===== src/rtl/sonar_sweep_uc.sv =====
// Sonar sweep control unit: steps the servo through its positions, triggers one
// echo measurement per position and serialises an 8-character frame for each.
module sonar_sweep_uc #(
    parameter int TIMEOUT = 3_000_000,
    parameter int TW      = 22
) (
    input  logic       clock,
    input  logic       reset,
    input  logic       ligar,
    input  logic       modo,
    input  logic       fim_distancia,
    input  logic       fim_transmissao,
    input  logic       fim_contador_serial,
    input  logic       fim_contador_intervalo,
    output logic       zera,
    output logic       zera_pwm,
    output logic       reset_updown,
    output logic       conta_updown,
    output logic       conta_intervalo,
    output logic       medir,
    output logic       conta_serial,
    output logic       transmitir,
    output logic       pronto,
    output logic       falha,
    output logic [3:0] db_estado
);

    typedef enum logic [3:0] {
        INICIAL          = 4'b0000,
        PREPARACAO       = 4'b0001,
        ESPERA_INTERVALO = 4'b0010,
        MEDIDA           = 4'b0011,
        ESPERA_MEDIDA    = 4'b0100,
        TRANSMISSAO      = 4'b0101,
        ESPERA_TX        = 4'b0110,
        PROXIMO_CHAR     = 4'b0111,
        AJUSTA_SERVO     = 4'b1000,
        FINAL            = 4'b1001,
        ERRO             = 4'b1110
    } state_t;

    state_t        state;
    state_t        next_state;
    logic          ligar_prev;
    logic          ligar_rise;
    logic          from_erro;
    logic [TW-1:0] watchdog;
    logic          wd_expired;

    assign ligar_rise = ligar & ~ligar_prev;
    assign wd_expired = (watchdog == TW'(TIMEOUT - 1));

    // from_erro remembers that AJUSTA_SERVO was reached without sending a
    // frame, so the serial index (still 0) must not be advanced there.
    always_ff @(posedge clock or negedge reset) begin
        if (!reset) begin
            state      <= INICIAL;
            ligar_prev <= 1'b0;
            from_erro  <= 1'b0;
            falha      <= 1'b0;
            watchdog   <= '0;
        end else begin
            state      <= next_state;
            ligar_prev <= ligar;
            from_erro  <= (state == ERRO);
            if (state == PREPARACAO) begin
                falha <= 1'b0;
            end else if (state == ERRO) begin
                falha <= 1'b1;
            end
            if (state == ESPERA_MEDIDA) begin
                watchdog <= watchdog + 1'b1;
            end else begin
                watchdog <= '0;
            end
        end
    end

    always_comb begin
        next_state = state;
        case (state)
            INICIAL: begin
                if (ligar_rise) begin
                    next_state = PREPARACAO;
                end
            end
            PREPARACAO: begin
                next_state = ESPERA_INTERVALO;
            end
            ESPERA_INTERVALO: begin
                if (fim_contador_intervalo) begin
                    next_state = MEDIDA;
                end
            end
            MEDIDA: begin
                next_state = ESPERA_MEDIDA;
            end
            ESPERA_MEDIDA: begin
                // A late echo arriving on the expiry cycle still counts.
                if (fim_distancia) begin
                    next_state = TRANSMISSAO;
                end else if (wd_expired) begin
                    next_state = ERRO;
                end
            end
            TRANSMISSAO: begin
                next_state = ESPERA_TX;
            end
            ESPERA_TX: begin
                if (fim_transmissao) begin
                    if (fim_contador_serial) begin
                        next_state = AJUSTA_SERVO;
                    end else begin
                        next_state = PROXIMO_CHAR;
                    end
                end
            end
            PROXIMO_CHAR: begin
                next_state = TRANSMISSAO;
            end
            AJUSTA_SERVO: begin
                if (!modo && ligar) begin
                    next_state = ESPERA_INTERVALO;
                end else begin
                    next_state = FINAL;
                end
            end
            ERRO: begin
                next_state = AJUSTA_SERVO;
            end
            FINAL: begin
                next_state = INICIAL;
            end
            default: begin
                next_state = INICIAL;
            end
        endcase
    end

    always_comb begin
        zera            = 1'b0;
        zera_pwm        = 1'b0;
        reset_updown    = 1'b0;
        conta_updown    = 1'b0;
        conta_intervalo = 1'b0;
        medir           = 1'b0;
        conta_serial    = 1'b0;
        transmitir      = 1'b0;
        pronto          = 1'b0;
        case (state)
            INICIAL: begin
                zera_pwm = 1'b1;
            end
            PREPARACAO: begin
                zera         = 1'b1;
                reset_updown = 1'b1;
                zera_pwm     = 1'b1;
            end
            ESPERA_INTERVALO: begin
                conta_intervalo = 1'b1;
            end
            MEDIDA: begin
                medir = 1'b1;
            end
            TRANSMISSAO: begin
                transmitir = 1'b1;
            end
            PROXIMO_CHAR: begin
                conta_serial = 1'b1;
            end
            AJUSTA_SERVO: begin
                conta_updown = 1'b1;
                conta_serial = ~from_erro;
            end
            FINAL: begin
                pronto = 1'b1;
            end
            default: begin
                zera = 1'b0;
            end
        endcase
    end

    assign db_estado = state;

endmodule


===== config.mk =====
export PLATFORM = sky130hd
export DESIGN_NAME = sonar_sweep_uc
export DESIGN_NICKNAME = d
export VERILOG_FILES = /design/src/rtl/sonar_sweep_uc.sv
export SDC_FILE = /design/constraint.sdc
export NUM_CORES = 1
export LEC_CHECK = 0
export BUFFER_PORTS_ARGS = -buffer_cell sky130_fd_sc_hd__buf_4
export CAP_MARGIN = 20
export CORE_MARGIN = 3
export CORE_UTILIZATION = 30
export CTS_CLUSTER_SIZE = 8
export DETAILED_ROUTE_END_ITERATION = 8
export SYNTH_ARGS = -nofsm -noshare
export SYNTH_HDL_FRONTEND = slang
export SYNTH_SLANG_ARGS = --single-unit
export TNS_END_PERCENT = 1

===== constraint.sdc =====
create_clock -name clock -period 1.75 [get_ports clock]
set_input_delay 0.175 -clock clock [delete_from_list [all_inputs] [get_ports clock]]
set_output_delay 0.175 -clock clock [all_outputs]
set_load 0.1 [all_outputs]

==> Word level (Yosys, flattened, before mapping) <==
Cells that the tools add are included.
{ "word_totals": {"reg_bits": 29, "output_inout_bits": 14, "inputBits": 8} }
{ "classes": {"addsub": 1, "reduce_logical": 6, "eq_ne": 15, "n_bitwise": 3, "muxes": 19} }
{ "op_table": {"columns": ["cell", "count"], "rows": [
  ["$pmux W4 S10", 1],
  ["$mux W4", 7],
  ["$add A22 B1 Y22 const B", 1],
  ["$eq A22 B22 Y1 const B", 1],
  ["$mux W22", 1],
  ["$eq A4 B3 Y1 const B", 4],
  ["$eq A4 B4 Y1 const B", 3],
  ["$mux W1", 9],
  ["$eq A4 B2 Y1 const B", 2],
  ["$ne A2 B2 Y1 const B", 3],
  ["$eq A4 B1 Y1 const B", 1],
  ["$logic_not A4 Y1", 1],
  ["$reduce_and A4 Y1", 1],
  ["$ne A3 B3 Y1 const B", 1],
  ["$not A1 Y1", 2],
  ["$pmux W1 S2", 1],
  ["$reduce_bool A2 Y1", 1],
  ["$reduce_or A2 Y1", 1],
  ["$and A1 B1 Y1", 1],
  ["$logic_and A1 B1 Y1", 1],
  ["$logic_not A1 Y1", 1]
]} }

==> Logic depth before layout (Yosys ltp) <==
Gate-level depths: netlist (run 1).
{ "depth": {"word_depth": 4, "mapped_depth": 6, "ltp_nobuf": 5} }

==> Least setup slack after synthesis (run 1) <==
No wires, ideal clock.
{ "synth_timing": {"path_kind": "register to output", "start": "register state[0], in the netlist db_estado[0]", "end": "output pronto", "stages_incl_launch_ff": 4, "n_path_buf": 1, "arrival_time_ns": 3.418, "slack_ns": -1.843, "required_ns": 1.575, "cell_sequence": "dfrtp_1 clkbuf_1 nand2b_1 nor3_1"} }
{ "synth_between": {"elab_chain_cells": 2} }
{ "synth_lines": {"columns": ["element", "line", "source"], "rows": [
  ["from (decl)", "42", "state_t state;"],
  ["from (signal assigned)", "63", "state <= next_state;"],
  ["$eq A4 B4 Y1", "150", "case (state)"],
  ["$mux W1", "150", null],
  ["to (decl)", "23", "output logic pronto,"]
]} }
Every way passes these cells.

==> Worst setup path in the final report (run 1) <==
{ "layout_timing": {"start": "register state[0], in the netlist db_estado[0]", "end": "output conta_serial"} }
{ "layout_between": {"elab_chain_cells": 2, "word_cells_on_any_way": 3} }
{ "layout_lines": {"columns": ["element", "line", "source"], "rows": [
  ["$eq A4 B4 Y1 / $eq A4 B3 Y1 (equally long branches)", "150", null],
  ["$pmux W1 S2 (*)", "150", null],
  ["to (decl)", "21", "output logic conta_serial,"]
]} }
Every way passes the cells marked *; elsewhere a longest branch is shown, timed or not.

==> results of run 1 <==
==> worst max-delay path by stage <==
| stage | cells past startpoint | slack [ns] | endpoint | from |
|---|---|---|---|---|
| detailed placement | 4 | -0.14 | db_estado[1] | db_estado[1] |
| CTS | 4 | -0.24 | conta_serial | db_estado[0] |
| global route | 4 | -0.30 | conta_serial | db_estado[0] |
| global placement | 4 | -0.10 | db_estado[1] | db_estado[1] |
| floorplan | 5 | -0.41 | db_estado[3] | db_estado[2] |
| finish | 4 | -0.25 | conta_serial | db_estado[0] |
==> final cells by class <==
class | count | share of cell area
multi-input cells | 135 | 0.384
flip-flops and latches | 29 | 0.301
repair buffers | 60 | 0.236
well taps | 70 | 0.0357
clock buffers | 6 | 0.0296
inverters | 5 | 0.00917
clock inverters | 2 | 0.00408
==> state kept, by name (all words and copies together) (netlist names) <==
| signal | flops |
|---|---|
| from_erro | 1 |
| watchdog | 22 |
| db_estado | 4 |
| ligar_prev | 1 |
| falha | 1 |
==> layer usage <==
layer / global-route usage / vias up / wire (um)
met5: 0 / - / 0
met4: 0.0773 / 0 / 57
met3: 0.0363 / 7 / 190
met2: 0.243 / 36 / 2060
met1: 0.184 / 748 / 1900
li1: - / 757 / -
==> critical path: cells and delay by family, from the launching register on <==
family	cells	cell delay, ns
buf+inv	2	0.32
compound gates	1	0.15
flops	1	0.48
simple gates	1	0.57
==> logic make-up after synthesis <==
logic type,share of synthesized area
simple gates,0.323
flops,0.450
buf+inv,0.0372
compound gates,0.117
fa+ha+maj,0.00776
xor+xnor,0.0652
==> placed cells by master, fill, tap and decap left out, types with 3 or more instances in the layout <==
cell	instances
dfrtp_1	25
xor2_1	6
a21oi_1	8
nor2_4	5
or4_4	3
nand4_1	8
dfrtp_4	3
nand2b_1	4
nand3_1	8
nor4_1	3
or3_1	7
nor2_1	17
inv_1	4
buf_4	46
o21ai_0	13
nand2_1	10
buf_12	9
xnor2_1	6
a21oi_2	3
buf_6	4
clkbuf_8	5
==> per-stage QoR <==
stage                     instance area, um^2  TNS (ns)
after floorplan                          1740     -4.59
after CTS                                2400     -1.07
after global routing                     2450     -1.80
after detailed placement                 2180    -0.288
final                                    2450     -1.12
after global placement                   2180    -0.166
==> power by group through the flow <==
stage               Sequential (mW)  Clock [mW]  Combinational, mW
CTS                           0.817       0.565               2.42
global route                  0.835       0.596               2.62
floorplan                      1.21           0               1.31
detailed placement            0.827           0               2.18
finish                        0.821       0.554               2.49
global placement              0.823           0               2.17
==> repair_timing <==
action,CTS,global route
pin swaps,7,4
endpoints found under the setup margin,13,18
gates cloned,0,0
hold buffers,1,0
gates resized for setup,28,12
endpoints found under the hold margin,29,0
setup buffers,1,0
==> impl_results.md, run 1 <==
- Status: complete, but fails checks
- Failing checks: hold timing, setup timing
- Unique masters post-synth: 39
- Clock share of power: 0.143
- Top post-synthesis cells by count: dfrtp_1 (29), nor2_1 (22), o21ai_0 (13)
- # clock sinks: 29
- Hpwl dp: 2.93 mm
- Post-synth EDFFs: 0
- Top Ports: 22
- Chip Width: ~79 um
- CP max stage cell: or4b_4
- H-tree depth: 2
- Leak: 0.986 nW
- Cell taking the most area after synthesis: dfrtp_1
- Worst Hold End: ligar_prev
- Reg2Reg Setup Slack: -0.16 ns
- Drt pass-1 iters: 5
- Initial core utilization: 0.314
- Via count of the first global-routing pass: around 1,500
- Async set-or-reset flop fraction in the synthesized netlist: 1.00
- Max-capacitance violation count: 0
- Vias post-DR: 1,548
- Yosys top cell area share: 0.450
- Slew Limit Fails: 0
- # setup viols final: 10
- Register area: 738 um^2
- WHS: -0.000502 ns
- Unrepaired setup endpoints after global routing: true
- Mapped cell area: approximately 1600 um^2
- Final setup margin: -0.248 ns
- Drt wl/cell: between 10 and 15 um
- CP required: 1.57 ns
- Vias per cell: 5.04
- Most used DFF post-synth: dfrtp_1
- Syn Area/Cell: 9.01 um^2
- Height of the die: between 70 and 80 um
- Nets: between 200 and 250
- DRC: 0
- Skew-Pair Late Insertion Delay: 0.30 ns
- Clock Skew: between 0.008 and 0.009 ns
- Layout cells sized above 1: 0.418
- Max Clock Freq: 500 MHz
- Global-route wire length before repair: 7.16 mm
- Worst-path clk slew: about 0.070 ns
- CP max FO: 3
- Critical path class: reg2out
- Final min period: ~2.0 ns
- Core footprint: between 5000 and 6000 um^2
- Reg-to-Reg End: db_estado[1]
- Area Growth Syn to Fin: 52.2%
- CTS Buf Count: 5
- Switching Share: 0.507
- Normalized max-slew margin: 0.734
- Cell-internal power: between 1.5 and 2 mW
- Syn nets: 188
- Filler instances: a little under 500
- CTS tree: done
- DRT antenna net count: 0
- Port bufs: 21
- Hold Path Depth: 1
- Die area: 6290 um^2
- Element type at the critical path end: primary output
- Largest net degree at the start of global routing: 30
- Clock Path Buffers: 2
- Multi-input gate area: 943 um^2
- HP Class: in2reg
- Worst ir drop on vdd: 0.00112 V
- FF-to-FF path depth: 4
- Placed Cells: 297
- Initial antenna violation count: 0
- CTS root buf: clkbuf_8
- Seq cells post-synth: 29
- Overall routing resource usage: 0.150
- Sequential power share: 0.212
- Combinational cell fraction of total power: 0.644
- Post-Synthesis Cells: 179
- Sequential-to-total area share from yosys stat: 0.450
- Psw: 1.96 mW
- Synth top area cells: dfrtp_1 (45%), nor2_1 (5.1%), o21ai_0 (4.0%), a21oi_1 (3.4%), xnor2_1 (3.3%)
- Final Non-Filler Cells: between 300 and 400
- Final Core Density: 0.478
- Placement Rows: 26
- Crit share post-route: 1.14
- Cells along the critical path: buf_6 -> or4b_4 -> o22ai_4 -> buf_12
- DR iter-0 viols: 94
- Ys Warns: 0
- Worst EP arrival: 1.82 ns
- Grt ovf: 0
- Antenna diodes: 0
- Tot Pwr: between 3 and 4 mW
- Worst slew pin tran: 0.399 ns
- Most frequent cell after synthesis: dfrtp_1
- Beginning of the worst hold path: ligar
- Pre-CTS setup slack: -0.139 ns
- Final hold viol count: 1
- Largest stage delay on the critical path: 0.57 ns
- R2R Path Start: db_estado[1]
- CP Launch Type: flip-flop
- GP Congestion: 0.745
- PD cells: 1580 nW/um^2
- Routed WL: approximately 4.2 mm
Power figures use the tool's default switching activity.
==> inputs of run 2 (changes only) <==
--- a/config.mk
+++ b/config.mk
@@ -9,6 +9,7 @@
 export CAP_MARGIN = 20
 export CORE_MARGIN = 3
 export CORE_UTILIZATION = 30
+export CTS_BUF_LIST = sky130_fd_sc_hd__clkbuf_8
 export CTS_CLUSTER_SIZE = 8
 export DETAILED_ROUTE_END_ITERATION = 8
 export SYNTH_ARGS = -nofsm -noshare
==> impl_results.md, run 2 (synthesized netlist as in run 1, its figures left out) <==
- Final hold viol count: 0
- PD cells: 1570 nW/um^2
- Largest register by flop count: watchdog
- Commonest non-fill, non-tap cell in the layout: buf_4
- CP Launch Type: flip-flop
- Skew-Pair Late Insertion Delay: between 0.2 and 0.3 ns
- CP max FO: 3
- Routed WL: 4.17 mm
- Max Clock Freq: 502 MHz
- Hpwl dp: 2.93 mm
- Die area: between 6000 and 7000 um^2
- Placed Cells: 297
- Failing checks: setup timing
- Final min period: 1.99 ns
- Element type at the critical path end: primary output
- Antenna diodes: 0
- Worst Path Buf+Inv: 2
- CTS Buf Count: 5
- Most frequent cells in the layout: buf_4 (46), dfrtp_1 (25), nor2_1 (17)
- Global-route wire length before repair: 7.16 mm
- WHS: 0.00658 ns
- CTS tree: done
- Clock Path Buffers: 2
- Critical path class: reg2out
- Worst ir drop on vdd: around 0.0011 V
- CP max stage cell: or4b_4
- Layout cells sized above 1: 0.418
- CTS root buf: clkbuf_8
- Initial antenna violation count: 0
- Largest delay share family, worst path: simple AND/OR/NAND/NOR gates
- Drt pass-1 iters: 4
- Dpl cell area: 2180 um^2
- GR Layer Usage met2: 0.243
- Vias post-DR: 1,529
- Largest stage delay on the critical path: 0.57 ns
- Via count of the first global-routing pass: 1,532
- Status: complete, but fails checks
- Met1 usage: 0.184
- Leak: 0.991 nW
- Nets: between 200 and 250
- Filler instances: 490
- Height of the die: a little under 80 um
- Final Core Density: 0.478
- Cell area after layout: 2450 um^2
- Unrepaired setup endpoints after global routing: true
- Overall routing resource usage: 0.150
- HP Class: in2reg
- DRT antenna net count: 0
- Worst EP arrival: 1.82 ns
- GP Congestion: 0.745
- Largest net degree at the start of global routing: 30
- Drt wl/cell: 13.6 um
- DR iter-0 viols: just under 90
- Cells along the critical path: buf_6 -> or4b_4 -> o22ai_4 -> buf_12
- Worst slew pin tran: 0.399 ns
- CP required: around 1.6 ns
- Met3 usage: 0.0363
- Slew Limit Fails: 0
- Port bufs: 21
- Initial core utilization: 0.314
- Top Ports: 22
- Core footprint: 5140 um^2
- Worst-path clk slew: 0.07 ns
- GR peak layer: met2
- Max-capacitance violation count: 0
- H-tree depth: 2
- Grt ovf: 0
- Placement Rows: 26
- Clock Skew: 0.00846 ns
- # setup viols final: 10
- # clock sinks: 29
- Chip Width: 79.3 um
- Normalized max-slew margin: 0.734
- Crit share post-route: 1.14
- Max FFs per register: 22
- Final Non-Filler Cells: 307
- DRC: 0
- Final setup margin: -0.241 ns
- Vias per cell: 4.98
- Area Growth Syn to Fin: 52.2%
-- run 2: cell count changes in the layout (fill, tap and decap cells not counted), sizes merged --
| cell | previous run | this run |
|---|---|---|
| inv | 4 | 5 |
| clkbuf | 6 | 5 |
-- run 2: path summary, 6_finish.rpt --
| kind | cells past startpoint | endpoint | from | slack [ns] |
|---|---|---|---|---|
| max | 4 | conta_serial | db_estado[0] | -0.24 |
| min | 1 | ligar_prev | ligar | 0.007 |
| max reg2reg | 4 | db_estado[1] | db_estado[1] | -0.15 |
| min reg2reg | 2 | falha | falha | 0.51 |
| max in group asynchronous | 2 | db_estado[0] | reset | 1.08 |
| min in group asynchronous | 2 | db_estado[2] | reset | 0.35 |
-- run 2: where the power goes --
part	switching, mW	internal (mW)	leakage (nW)
clock	0.273	0.269	0.0491
combinational	1.62	0.867	0.550
sequential	0.0552	0.766	0.391
total	1.95	1.90	0.991
-- run 2: area by class of cell --
type                            count  area (um^2)  share of cell area
Tap cell                           70         87.6              0.0357
Inverter                            5         22.5             0.00917
Sequential cell                    29          738               0.301
Timing Repair Buffer               60          581               0.236
Multi-Input combinational cell    135          943               0.384
Clock buffer                        5         68.8              0.0280
Clock inverter                      3         13.8             0.00561
-- run 2: per-layer routing --
metal	up-vias	share of wire
met1	735	0.46
met5	-	0
met3	6	0.042
met2	33	0.49
li1	755	-
met4	0	0.011
-- run 2: timing repair --
action / in CTS / in global routing
endpoints found under the setup margin: 13 / 18
hold buffers: 1 / 0
pin swaps: 7 / 4
buffers inserted: 1 / 0
gates resized for setup: 28 / 12
hold endpoints to repair: 29 / 0
gates cloned: 0 / 0
-- run 2: metrics by stage --
step / setup slack, ns / total power, mW / setup TNS (ns)
2_1_floorplan: -0.407 / 2.53 / -4.59
3_3_place_gp: -0.101 / 3.00 / -0.166
3_5_place_dp: -0.139 / 3.01 / -0.288
4_1_cts: -0.238 / 3.80 / -1.07
5_1_grt: -0.295 / 4.05 / -1.80
6_report: -0.241 / 3.85 / -1.06
-- run 2: worst register-to-register path, cell delays in order (launching register included) --
cell      delay (ns)
dfrtp_4         0.48
or4b_2          0.74
or2_2           0.32
o211ai_1        0.18
a31oi_1         0.07
==> inputs of run 3 (changes only) <==
--- a/config.mk
+++ b/config.mk
@@ -5,6 +5,7 @@
 export SDC_FILE = /design/constraint.sdc
 export NUM_CORES = 1
 export LEC_CHECK = 0
+export ABC_AREA = 1
 export BUFFER_PORTS_ARGS = -buffer_cell sky130_fd_sc_hd__buf_4
 export CAP_MARGIN = 20
 export CORE_MARGIN = 3
==> impl_results.md, run 3 <==
- Vias post-DR: 1,541
- Height of the die: about 82 um
- Element type at the critical path end: primary output
- Status: finished, final reports clean
- Most used DFF post-synth: dfrtp_1
- Top post-synthesis cells by count: nand2_1 (58), nor2_1 (48), inv_1 (35)
- Drt pass-1 iters: 4
- Overall routing resource usage: 0.128
- Multi-input gate area: approximately 890 um^2
- Core footprint: 5570 um^2
- Max FFs per register: 22
- HP Class: in2reg
- Top Ports: 22
- Pre-CTS setup slack: 0.239 ns
- CTS tree: done
- Most frequent cells in the layout: nand2_1 (57), nor2_1 (44), inv_1 (32)
- Largest register by flop count: watchdog
- Worst-path clk slew: 0.06 ns
- Largest stage delay on the critical path: approximately 0.54 ns
- Syn nets: 252
- Post-synth EDFFs: 0
- Filler instances: around 580
- Max Clock Freq: 599 MHz
- Post-Synthesis Cells: 243
- PD cells: around 1500 nW/um^2
- Die area: 6760 um^2
- Yosys top cell area share: 0.416
- Skew-Pair Late Insertion Delay: between 0.2 and 0.3 ns
- Nets: 279
- Sequential-to-total area share from yosys stat: 0.416
- Synth top area cells: dfrtp_1 (42%), nand2_1 (12%), nor2_1 (10%), inv_1 (7.5%), nor2_4 (3.9%)
- Initial core utilization: 0.313
- DR WL met3: 130 um
- Layout cells sized above 1: 0.255
- Via count of the first global-routing pass: approximately 1,400
- Top layer in use: met4
- Chip Width: 82.2 um
- Mapped cell area: 1740 um^2
- Unique masters post-synth: 28
- Drt wl/cell: 11.3 um
- Async set-or-reset flop fraction in the synthesized netlist: 1.00
- Unrepaired setup endpoints after global routing: true
- Worst slew pin tran: 0.393 ns
- Area Growth Syn to Fin: 25.6%
- Critical path class: reg2out
- Largest net degree at the start of global routing: 30
- # setup viols final: 0
- # clock sinks: 29
- Register area: about 740 um^2
- Seq cells post-synth: 29
- Cell taking the most area after synthesis: dfrtp_1
- Slew Limit Fails: 0
- DRT antenna net count: 0
- Largest delay share family, worst path: flip-flops
- H-tree depth: 2
- DR iter-0 viols: 59
- Routed wl met2: between 1.5 and 2 mm
- CTS Buf Count: 5
- Antenna diodes: 0
- Leak: 1.04 nW
- Clock Skew: 0.00485 ns
- Max-capacitance violation count: 0
- CP required: ~1.6 ns
- Most frequent cell after synthesis: nand2_1
- CP max FO: 9
- Final min period: 1.67 ns
- Met1 wire length: 1.84 mm
- Clock Path Buffers: 2
- Routed WL: 3.86 mm
- CP Launch Type: flip-flop
- CTS root buf: clkbuf_8
- Hpwl dp: 2.88 mm
- Port bufs: 21
- Commonest non-fill, non-tap cell in the layout: nand2_1
- Crit share post-route: 0.953
- Final setup margin: 0.0815 ns
- Worst EP arrival: 1.49 ns
- Grt ovf: 0
- Placed Cells: around 330
- Vias per cell: 4.49
- GP Congestion: 0.848
- Worst Path Buf+Inv: 2
- Initial antenna violation count: 0
- Worst ir drop on vdd: 0.000812 V
- Global-route wire length before repair: 6.54 mm
- Final hold viol count: 0
- Ys Warns: 0
- CP max stage cell: dfrtp_4
- Normalized max-slew margin: 0.738
- Final Non-Filler Cells: 343
- DRC: 0
- Cells along the critical path: nor2_1 -> inv_2 -> nor2_4 -> buf_6
- Placement Rows: 27
- WHS: 0.0211 ns
- Syn Area/Cell: 7.17 um^2
run 3: changes by cell type after synthesis, sizes merged, moves of 5 or more:
cell and change:
nand2 +54, nor2 +37, inv +33, clkbuf -9, nand4 -9, or3 -8
o21ai -6, or4 -6, nand2b -5, nor3 +5, xnor2 -5
run 3: power by group:
part | switching (mW) | internal [mW] | total [mW]
Clock | 0.263 | 0.355 | 0.618
Sequential | 0.100 | 0.741 | 0.841
Combinational | 1.32 | 0.409 | 1.73
Total | 1.69 | 1.50 | 3.19
run 3: repair_timing:
action | in CTS | in global routing
gates resized for setup | 3 | 14
hold buffers | 1 | 0
endpoints found under the setup margin | 4 | 9
buffers inserted | 0 | 0
endpoints found under the hold margin | 29 | 0
run 3: cell type report:
type	instances	share of cell area
multi-input cells	172	0.408
flip-flops and latches	29	0.336
repair buffers	23	0.102
inverters	39	0.0669
clock buffers	7	0.0440
well taps	72	0.0412
clock inverters	1	0.00229
run 3: metrics by stage:
step           TNS [ns]  area [um^2]  power, mW   util
2_1_floorplan     -1.60         1810       2.24      -
3_3_place_gp          0         2020       2.51  0.363
3_5_place_dp          0         2020       2.50  0.363
4_1_cts         -0.0286         2140       3.15  0.385
5_1_grt         -0.0105         2190       3.37  0.393
6_report              0         2190       3.19  0.393
run 3: logic make-up (layout without fill, tap and decap cells):
family          after synthesis  count (layout)  share of synthesized area
flops                        29              29                      0.416
xor+xnor                      3               3                     0.0151
simple gates                145             145                      0.386
compound gates               23              23                     0.0761
buf+inv                      42              70                     0.0991
fa+ha+maj                     1               1                    0.00718
run 3: worst reg2reg max path, delay by kind of cell (launching register included):
family / cells / cell delay (ns)
adder cells (fa/ha/maj): 1 / 0.23
flip-flops: 1 / 0.38
AND/OR/NAND/NOR: 7 / 0.73
buffers and inverters: 1 / 0.06
run 3: final timing paths:
path | startpoint | endpoint | slack (ns) | cells after the start
setup / recovery | db_estado[1] | reset_updown | 0.08 | 4
hold / removal | ligar | ligar_prev | 0.02 | 1
setup reg to reg | watchdog[0] | watchdog[18] | 0.31 | 9
hold reg to reg | watchdog[0] | watchdog[0] | 0.49 | 1
max in group asynchronous | reset | db_estado[1] | 1.07 | 2
min in group asynchronous | reset | watchdog[16] | 0.35 | 2
run 3: layer usage:
layer  vias up  global-route usage
li1        800                   -
met1       715               0.168
met2        20               0.196
met3         6              0.0315
met4         0              0.0615
met5         -                   0
